===== src/rtl/pc_gen_if.sv =====
// Fetch-side handshake bundle for the program-counter generator.
// Master drives the address; slave (instruction fetch) returns ready.
interface pc_gen_if #(
    parameter int DATA_WIDTH = 32
);
    logic                  pc_valid;
    logic                  pc_ready;
    logic [DATA_WIDTH-1:0] pc_current;

    modport master (
        output pc_valid,
        output pc_current,
        input  pc_ready
    );

    modport slave (
        input  pc_valid,
        input  pc_current,
        output pc_ready
    );
endinterface


===== src/rtl/pc_gen.sv =====
// Program-counter generator: boot cycle, trap entry/return, redirect,
// debug halt/resume and sequential fetch over a valid/ready handshake.
module pc_gen #(
    parameter int                  DATA_WIDTH   = 32,
    parameter logic [DATA_WIDTH-1:0] RESET_VECTOR = 32'h0000_1000,
    parameter int                  INST_BYTES   = 4,
    parameter int                  ALIGN_BITS   = 2
) (
    input  logic                  clk,
    input  logic                  rst,
    pc_gen_if.master              fetch,
    input  logic                  redirect_valid,
    input  logic [DATA_WIDTH-1:0] redirect_target,
    input  logic                  trap_valid,
    input  logic [DATA_WIDTH-1:0] trap_vector,
    input  logic [DATA_WIDTH-1:0] trap_pc,
    input  logic                  mret_valid,
    input  logic                  halt_req,
    input  logic                  resume_req,
    output logic [DATA_WIDTH-1:0] epc,
    output logic                  halted,
    output logic                  redirect_misalign
);

    typedef enum logic [1:0] {
        BOOT = 2'd0,
        RUN  = 2'd1,
        HALT = 2'd2
    } state_t;

    state_t                state_q, state_d;
    logic [DATA_WIDTH-1:0] pc_q, pc_d;
    logic [DATA_WIDTH-1:0] epc_q, epc_d;
    logic                  valid_q, valid_d;
    logic                  halted_q, halted_d;
    logic                  mis_q, mis_d;
    logic                  aligned;

    assign aligned = (redirect_target[ALIGN_BITS-1:0] == '0);

    always_comb begin
        state_d = state_q;
        pc_d    = pc_q;
        epc_d   = epc_q;
        mis_d   = 1'b0;
        unique case (state_q)
            BOOT: state_d = RUN;
            RUN, HALT: begin
                if (trap_valid) begin
                    pc_d    = trap_vector;
                    epc_d   = trap_pc;
                    state_d = RUN;
                end else if (mret_valid) begin
                    pc_d = epc_q;
                end else if (redirect_valid) begin
                    // Misaligned targets leave the PC alone; the pipeline traps.
                    if (aligned) pc_d = redirect_target;
                    else         mis_d = 1'b1;
                end else if (state_q == RUN) begin
                    if (halt_req)
                        state_d = HALT;
                    else if (valid_q && fetch.pc_ready)
                        pc_d = pc_q + DATA_WIDTH'(INST_BYTES);
                end else if (resume_req) begin
                    state_d = RUN;
                end
            end
            default: state_d = BOOT;
        endcase
        valid_d  = (state_d == RUN);
        halted_d = (state_d == HALT);
    end

    always_ff @(posedge clk) begin
        if (rst) begin
            state_q  <= BOOT;
            pc_q     <= RESET_VECTOR;
            epc_q    <= '0;
            valid_q  <= 1'b0;
            halted_q <= 1'b0;
            mis_q    <= 1'b0;
        end else begin
            state_q  <= state_d;
            pc_q     <= pc_d;
            epc_q    <= epc_d;
            valid_q  <= valid_d;
            halted_q <= halted_d;
            mis_q    <= mis_d;
        end
    end

    assign fetch.pc_valid   = valid_q;
    assign fetch.pc_current = pc_q;
    assign epc               = epc_q;
    assign halted            = halted_q;
    assign redirect_misalign = mis_q;

endmodule


===== src/flat_wrapper.sv =====
// flat-port wrapper written by rule: the top's interface ports become plain ports
module pc_gen_flat 
#(
    parameter int                  DATA_WIDTH   = 32,
    parameter logic [DATA_WIDTH-1:0] RESET_VECTOR = 32'h0000_1000,
    parameter int                  INST_BYTES   = 4,
    parameter int                  ALIGN_BITS   = 2
)
  (clk, rst, redirect_valid, redirect_target, trap_valid, trap_vector, trap_pc, mret_valid, halt_req, resume_req, epc, halted, redirect_misalign, fetch_pc_valid, fetch_pc_current, fetch_pc_ready);
  pc_gen_if #(.DATA_WIDTH(DATA_WIDTH)) fetch_i ();
  input  logic clk;
  input  logic rst;
  input  logic redirect_valid;
  input  logic [DATA_WIDTH-1:0] redirect_target;
  input  logic trap_valid;
  input  logic [DATA_WIDTH-1:0] trap_vector;
  input  logic [DATA_WIDTH-1:0] trap_pc;
  input  logic mret_valid;
  input  logic halt_req;
  input  logic resume_req;
  output logic [DATA_WIDTH-1:0] epc;
  output logic halted;
  output logic redirect_misalign;
  output wire logic [$bits(fetch_i.pc_valid)-1:0] fetch_pc_valid;
  output wire logic [$bits(fetch_i.pc_current)-1:0] fetch_pc_current;
  input wire logic [$bits(fetch_i.pc_ready)-1:0] fetch_pc_ready;
  assign fetch_pc_valid = fetch_i.pc_valid;
  assign fetch_pc_current = fetch_i.pc_current;
  assign fetch_i.pc_ready = fetch_pc_ready;
  pc_gen #(.DATA_WIDTH(DATA_WIDTH), .RESET_VECTOR(RESET_VECTOR), .INST_BYTES(INST_BYTES), .ALIGN_BITS(ALIGN_BITS)) u_core (.clk(clk), .rst(rst), .fetch(fetch_i), .redirect_valid(redirect_valid), .redirect_target(redirect_target), .trap_valid(trap_valid), .trap_vector(trap_vector), .trap_pc(trap_pc), .mret_valid(mret_valid), .halt_req(halt_req), .resume_req(resume_req), .epc(epc), .halted(halted), .redirect_misalign(redirect_misalign));
endmodule

===== config.mk =====
export PLATFORM = sky130hd
export DESIGN_NAME = pc_gen_flat
export DESIGN_NICKNAME = d
export VERILOG_FILES = /design/src/rtl/pc_gen_if.sv /design/src/rtl/pc_gen.sv /design/src/flat_wrapper.sv
export SDC_FILE = /design/constraint.sdc
export NUM_CORES = 1
export LEC_CHECK = 0
export ABC_AREA = 0
export ABC_CLOCK_PERIOD_IN_PS = 2450
export BUFFER_PORTS_ARGS = -buffer_cell sky130_fd_sc_hd__buf_2
export CAP_MARGIN = 30
export CORE_MARGIN = 8
export CORE_UTILIZATION = 49
export CTS_CLUSTER_SIZE = 20
export DETAILED_ROUTE_END_ITERATION = 10
export GPL_TIMING_DRIVEN = 0
export PLACE_DENSITY = 0.92
export SLEW_MARGIN = 20
export SYNTH_ARGS = -nofsm -noshare
export SYNTH_HDL_FRONTEND = slang
export SYNTH_SLANG_ARGS = --single-unit

===== constraint.sdc =====
create_clock -name clk -period 2.45 [get_ports clk]
set_input_delay 0.1225 -clock clk [delete_from_list [all_inputs] [get_ports clk]]
set_output_delay 0.1225 -clock clk [all_outputs]
set_load 0.05 [all_outputs]

Word level (Yosys, flattened, before mapping). Index checks and enable logic that the tools add are counted.

Bits in registers: 69. Input bits: 104. Output and inout bits: 67.

Add/subtract/negate cells: 1. Equality and inequality tests: 6. Mux-type cells: 15. Bitwise gates (word level): 2. Reductions and logical operators: 9.

Operator list (count): $mux 32 (7); $add 32x3->32 const B (1); $mux 2 (6); $reduce_bool 4->1 (2); $reduce_and 5->1 (1); $reduce_or 5->1 (1); $eq 2x1->1 const B (2); $eq 2x2->1 const B (2); $logic_not 2->1 (2); $ne 4x1->1 const B (1); $ne 4x4->1 const B (1); $pmux 2 s2 (1); $not 1->1 (2); $reduce_and 2->1 (1); $reduce_or 2->1 (1); $logic_and 1x1->1 (1); $mux 1 (1).

Depth between registers and ports, before layout. Gate-level depths: netlist of the first run.

Depth after elaboration: 7. Gate-level depth with buffers: 9.

Worst setup path before layout of the first run. OpenSTA, ideal clock, no wires.

Kind: register to register. Start: register u_core.pc_q[2] (netlist: u_core.fetch.pc_current[2]). End: register u_core.pc_q[28] (netlist: u_core.fetch.pc_current[28]). Arrival: 2111 ps. Slack: 260 ps. Cell stages (with the launch flop): 7. Buffers on the path: 0. Cell sequence: dfxtp_1 -> ha_1 -> inv_1 -> nor3_2 -> nand4_1 -> or4_1 -> o211ai_1.

Longest elaborated chain between the ends: 7.

RTL lines: start, declared (RTL line pc_gen.sv:32) `logic [DATA_WIDTH-1:0] pc_q, pc_d;`; start signal, assigned (RTL line pc_gen.sv:84) `pc_q <= pc_d;`; $add 32x3->32 (RTL line pc_gen.sv:63) `pc_d = pc_q + DATA_WIDTH'(INST_BYTES);`; $mux 32 (RTL line pc_gen.sv:62) `else if (valid_q && fetch.pc_ready)`; $mux 32 (RTL line pc_gen.sv:60) `if (halt_req)`; $mux 32 (RTL line pc_gen.sv:59) `end else if (state_q == RUN) begin`; $mux 32 (RTL line pc_gen.sv:55) `end else if (redirect_valid) begin`; $mux 32 (RTL line pc_gen.sv:53) `end else if (mret_valid) begin`; $mux 32 (RTL line pc_gen.sv:49) `if (trap_valid) begin`.

No other way between the ends. The select of a mux whose other input is x is not followed. A chain may end at the register's enable or synchronous reset.

Final worst setup path of the first run. Same ends and word-level chain as after synthesis.

==> results.cfg, run 1 <==
[sta]
setup_ws_ns = 0.115
final_max_slew_viol_count = 0
timing.fmax_mhz = 428
fin_crit_sh_pct = 95.3
fin_skew_ns = 0.00751
rsz0062_at_grt = false
relSlewSlack_pct = 53.3
hold_violations = 1
setup_viol = 0
hold_ws_ns = -0.000379
tightestPinTransition_ns = 0.700
fin_crit_ns = 2.34

[outcome]
violations = negative hold slack
status = complete, but fails checks

[clock_network]
cts.sinks = 69
cts_tree = built
cts_root_buffer = clkbuf_8
cts_buffer_depth = 2
cts_buffers = 9
clock_latency_ns = 0.36
path_clk_slew_ns = 0.08
h-tree-depth = 3

[placement]
dp_hpwl_mm = 13.9
placed_cell_area_sq_um = 5150
dp_worst_setup_slack_ns = -0.0269
io_buffer_count = 168
gp_congestion = 0.973

[finish]
multi_input_area_sq_um = 2560
final_nets = 855
diodes = 0
fillerInstances = 714
final_area_sq_um = 5500
final-seq-area_sq_um = 1380
syn_to_final_growth_pct = 31.4
drive_gt1_share_pct = 27.5

[pwr]
p_leak_nw = 2.37
seq_power_share_pct = 39.4
swShare_pct = 37.0
peakVddDrop_mv = 0.449
p_int_mw = 2.04
combPwrFrac_pct = 26.7
p_switching_mw = 1.20
pwr-share-clk_pct = 33.9
total_power_mw = 3.25
power.density_nw_per_um2 = 591

[die]
io_pins = 171
die-area_sq_um = 11700
die_h_um = 108
die_w_um = 108
rows = 33
core_sq_um = 8260
start_util_pct = 50.7

[synthesis]
synthArstFlopShare_pct = 0
syn_avg_cell_area_sq_um = 7.50
synth-edff-count = 0
synth_seq_cells = 69
netlist_instances = 558
synth_nets = 666
yosysSeqAreaShare_pct = 33.0
synth_cell_types = 61
syn_area_sq_um = 4180
synth-warning-count = 0
dominantRegCellSynth = dfxtp_1

[drt]
firstDrtPassIters = 7
via_per_inst = 6.35
drt-initial-drc-count = 578
dr_total_vias = 5446
avgRoutedWirePerCell_um = 21.3
ant_nets = 0
remaining_drc_errors = 0
wl_mm = 18.3

[setup_path]
cpMaxStageDelayCell = or4_1
cp.arrival_ns = 2.60
path_cells = ha_1, inv_1, nor3_2, nand4_1, or4_1, o211ai_1
regToRegSetupSlack_ns = 0.11
cp-end-kind = register
path_class = register to register
cpPeakStageDelay_ns = 0.54
required_ns = 2.72
startpoint_type = register
crit_fanout = 7

[grt]
grt_pass1_vias = 5361
overflow = 0
grt_pass1_wl_mm = 27.9
grt_max_degree = 15
antenna_found_initial = 0
track_usage_pct = 30.1

[hold_path]
min-delay-path-class = input port to register

[run]
cap_violations = 0
-- worst paths after layout --
path	cells after the start	to	startpoint
min reg2reg	2	u_core.epc[28]$_SDFFE_PP0P_	u_core.epc[28]$_SDFFE_PP0P_
min	3	u_core.epc[17]$_SDFFE_PP0P_	trap_pc[17]
max reg2reg	6	u_core.fetch.pc_current[28]$_SDFFE_PP0P_	u_core.fetch.pc_current[2]$_SDFFE_PP0P_
max	6	u_core.fetch.pc_current[28]$_SDFFE_PP0P_	u_core.fetch.pc_current[2]$_SDFFE_PP0P_
-- area by class of cell --
cell class                 count  share of cell area, %
clock buffer                   9                   2.25
sequential                    69                   25.1
timing repair buffer         179                   17.3
multi-input combinational    430                   46.6
clock inverter                 7                   1.91
tap                          105                   2.39
inverter                      10                  0.683
buffer                        48                   3.76
-- power by group through the flow --
stage / clock, mW / combinational (mW) / sequential (mW)
6_report: 1.10 / 0.867 / 1.28
2_1_floorplan: 0 / 0.314 / 1.52
3_5_place_dp: 0 / 0.832 / 1.30
5_1_grt: 1.15 / 0.913 / 1.29
4_1_cts: 1.10 / 0.849 / 1.27
3_3_place_gp: 0 / 0.816 / 1.30
-- cell usage after synthesis, drive strengths merged, types with 4 or more instances --
| cell | count | share of area [%] |
|---|---|---|
| nor3 | 12 | 1.8 |
| nand3 | 20 | 2.4 |
| a32o | 5 | 1.2 |
| o211ai | 9 | 1.6 |
| a221oi | 13 | 2.7 |
| and3 | 11 | 1.6 |
| a211o | 5 | 1.0 |
| dfxtp | 69 | 33 |
| nand2 | 103 | 9.3 |
| mux2i | 12 | 2.9 |
| a221o | 7 | 1.7 |
| a22oi | 6 | 1.1 |
| o21ai | 29 | 3.5 |
| nand4 | 10 | 1.5 |
| a21oi | 61 | 7.3 |
| a211oi | 12 | 2.2 |
| nor2 | 28 | 2.6 |
| ha | 4 | 1.2 |
| and2 | 6 | 0.90 |
| inv | 10 | 0.90 |
| a2111oi | 4 | 0.84 |
| a31oi | 9 | 1.3 |
| nand2b | 4 | 0.60 |
| buf | 18 | 2.2 |
| clkbuf | 31 | 2.8 |
| nor4 | 11 | 1.6 |
-- per-stage QoR --
stage | TNS [ns] | cells | utilization (%)
after floorplan | 0 | 558 | -
after global placement | 0 | 831 | 62.4
after detailed placement | -0.0269 | 831 | 62.4
after CTS | 0 | 858 | 66.6
after global routing | 0 | 857 | 66.5
final | 0 | 857 | 66.5
-- layer usage --
layer	track usage (%)	part of all wire (%)
met5	0	0
met4	14.1	3.7
met3	8.80	13
met2	48.8	46
met1	35.9	37
-- what timing repair did --
item,4_1_cts,5_1_grt
resized for setup,1,0
endpoints found under the hold margin,11,0
endpoints found under the setup margin,2,22
setup buffers,0,0
hold buffers,11,0
-- kinds of logic (layout without fill, tap and decap cells) --
logic type      after synthesis  in the layout  synth area share [%]
xor+xnor                      6              6                  1.26
fa+ha+maj                     4              4                  1.20
mux                          12             12                  2.87
simple gates                224            224                  26.3
buf+inv                      59            253                  5.92
compound gates              184            184                  29.4
flops                        69             69                  33.0
-- worst max-delay path, delay by kind of cell, from the launching register on --
family	cells	cell delay, ns
compound gates	1	0.12
buf+inv	1	0.08
fa+ha+maj	1	0.33
simple gates	3	1.26
flops	1	0.46
-- registers in the layout, indices dropped and copies added (netlist names) --
signal                    flops
u_core.fetch.pc_valid         1
u_core.fetch.pc_current      32
u_core.redirect_misalign      1
u_core.epc                   32
u_core.state_q                2
u_core.halted                 1
-- cell usage in the layout, fill, tap and decap left out, types with 12 or more instances in the layout --
| cell | netlist | final |
|---|---|---|
| a211oi_1 | 12 | 12 |
| a21oi_1 | 61 | 61 |
| a221oi_1 | 13 | 13 |
| buf_2 | 9 | 177 |
| clkbuf_1 | 31 | 30 |
| dfxtp_1 | 69 | 69 |
| mux2i_1 | 12 | 12 |
| nand2_1 | 102 | 102 |
| nand3_1 | 20 | 20 |
| nor2_1 | 26 | 26 |
| o21ai_0 | 29 | 29 |
(Power assumes the default switching activity.)
==> inputs of run 2 (changes only) <==
--- a/config.mk
+++ b/config.mk
@@ -10,11 +10,11 @@
 export BUFFER_PORTS_ARGS = -buffer_cell sky130_fd_sc_hd__buf_2
 export CAP_MARGIN = 30
 export CORE_MARGIN = 8
-export CORE_UTILIZATION = 49
+export CORE_UTILIZATION = 24
 export CTS_CLUSTER_SIZE = 20
 export DETAILED_ROUTE_END_ITERATION = 10
 export GPL_TIMING_DRIVEN = 0
-export PLACE_DENSITY = 0.92
+export PLACE_DENSITY = 0.57
 export SLEW_MARGIN = 20
 export SYNTH_ARGS = -nofsm -noshare
 export SYNTH_HDL_FRONTEND = slang
==> constraint.sdc (replaced) <==
create_clock -name clk -period 2.45 [get_ports clk]
set_input_delay 0.1225 -clock clk [delete_from_list [all_inputs] [get_ports clk]]
set_output_delay 0.1225 -clock clk [all_outputs]
set_load 0.005 [all_outputs]
==> results.cfg, run 2 (same netlist as run 1, synthesis figures left out) <==
[clock_network]
cts_root_buffer = clkbuf_16
cts_buffers = 9
cts.sinks = 69
h-tree-depth = 3
postCtsHoldBufs = 0
cts_tree = built
cts_buffer_depth = 2
path_clk_slew_ns = 0.06
cts_setup_buffers = 0
clock_latency_ns = 0.33

[pwr]
combPwrFrac_pct = 19.5
power.density_nw_per_um2 = 573
p_leak_nw = 2.35
peakVddDrop_mv = 0.278
pwr-share-clk_pct = 40.5
p_switching_mw = 0.978
seq_power_share_pct = 40.0
p_int_mw = 2.23
swShare_pct = 30.5

[die]
core_sq_um = 17200
die_w_um = 148
rows = 48
io_pins = 171
start_util_pct = 24.4
die_h_um = 148
die-area_sq_um = 21900

[placement]
placed_cell_area_sq_um = 5310
io_buffer_count = 168
dpl.cell_count = 951
dp_hpwl_mm = 16.0
gp_congestion = 0.913

[setup_path]
startpoint_type = register
crit_fanout = 10
worstSetupStartpoint = u_core.state_q[0]$_SDFF_PP0_
cp-end-kind = register
timing.rr.start = u_core.state_q[0]$_SDFF_PP0_
regToRegSetupSlack_ns = 0.17
reg2regPathDepth = 7
path_class = register to register
required_ns = 2.71
rr_endpoint = u_core.fetch.pc_current[22]$_SDFFE_PP0P_
cp.arrival_ns = 2.53

[hold_path]
hold_path_depth = 3
whs_endpoint = u_core.epc[6]$_SDFFE_PP0P_
min-delay-path-class = input port to register
hold_path.startpoint = trap_pc[6]

[drt]
via_per_inst = 5.25
firstDrtPassIters = 6
avgRoutedWirePerCell_um = 20.9
drt-initial-drc-count = 525
ant_nets = 0
remaining_drc_errors = 0
dr_total_vias = 5085
wl_mm = 20.3

[finish]
drive_gt1_share_pct = 27.7
layout.cells.non_filler = 968
final_area_sq_um = 5600
final_common_cell = buf_2
syn_to_final_growth_pct = 33.9
final_nets = 844
final_cell_mix = buf_2, nand2_1, dfxtp_1

[sta]
final_max_slew_viol_count = 0
fin_crit_sh_pct = 93.1
tightestPinTransition_ns = 0.702
setup_viol = 0
fin_crit_ns = 2.28
timing.fmax_mhz = 439
relSlewSlack_pct = 53.2
rsz0062_at_grt = false
hold_violations = 0
fin_skew_ns = 0.00962

[grt]
track_usage_pct = 18.0
antenna_found_initial = 8
grt_pass1_vias = 4963
grt_pass1_wl_mm = 30.7
grt_max_degree = 12
overflow = 0

[run]
cap_violations = 0

[outcome]
status = finished, final reports clean
## run 2: cell types whose count changed in the layout (fill, tap and decap cells not counted), moves of 2 or more
cell,before,now
clkbuf_1,30,33
clkbuf_16,0,9
clkbuf_8,9,0
clkinv_2,0,2
diode_2,0,2
dlygate4sd3_1,11,0
inv_6,2,0
## run 2: what timing repair did
| action | in CTS | in global routing |
|---|---|---|
| gates resized for setup | 1 | 1 |
| endpoints found under the hold margin | 0 | 0 |
| endpoints found under the setup margin | 1 | 36 |
## run 2: metrics by stage
step	TNS, ns	hold slack (ns)	total power [mW]	setup slack [ns]	util (%)
floorplan	0	0.258	1.60	0.458	-
global placement	-0.0194	0.366	1.92	-0.0194	30.9
detailed placement	0	0.369	1.92	0.00830	30.9
CTS	0	0.0209	3.22	0.00705	32.6
global route	0	0.0288	3.35	0.0385	32.6
finish	0	0.0237	3.21	0.170	32.6
## run 2: power groups by stage
stage,Combinational [mW],Clock [mW],Sequential [mW]
after detailed placement,0.619,0,1.31
after global placement,0.622,0,1.30
after floorplan,0.314,0,1.29
after CTS,0.624,1.32,1.28
final,0.626,1.30,1.28
after global routing,0.688,1.37,1.29
## run 2: routing by layer
metal / up-vias / track usage (%) / wire length [um]
met4: 12 / 6.27 / 461
li1: 2443 / - / -
met5: - / 0 / 75
met2: 262 / 27.8 / 9080
met1: 2325 / 23.8 / 8920
met3: 43 / 4.68 / 1730
## run 2: cell type report
| class | instances | area, sq um |
|---|---|---|
| Tap cell | 225 | 282 |
| Fill cell | 1917 | 11600 |
| Clock buffer | 12 | 236 |
| Buffer | 48 | 206 |
| Timing Repair Buffer | 168 | 841 |
| Clock inverter | 4 | 48.8 |
| Sequential cell | 69 | 1380 |
| Antenna cell | 2 | 5.00 |
| Multi-Input combinational cell | 430 | 2560 |
| Inverter | 10 | 37.5 |
## run 2: worst max-delay path by stage
stage | end | slack [ns] | cells after the start
floorplan | u_core.fetch.pc_current[22]$_SDFFE_PP0P_ | 0.46 | 8
global placement | u_core.fetch.pc_current[18]$_SDFFE_PP0P_ | -0.02 | 8
detailed placement | u_core.fetch.pc_current[18]$_SDFFE_PP0P_ | 0.008 | 8
CTS | u_core.fetch.pc_current[2]$_SDFFE_PP0P_ | 0.007 | 8
global route | u_core.fetch.pc_current[26]$_SDFFE_PP0P_ | 0.04 | 7
finish | u_core.fetch.pc_current[22]$_SDFFE_PP0P_ | 0.17 | 7
## run 2: critical path, stage by stage, from the launching register on
cell      delay, ns
dfxtp_1        0.40
inv_1          0.06
ha_1           0.46
nand2_1        0.11
clkbuf_1       0.28
a211oi_1       0.34
or4b_1         0.46
o211ai_1       0.10
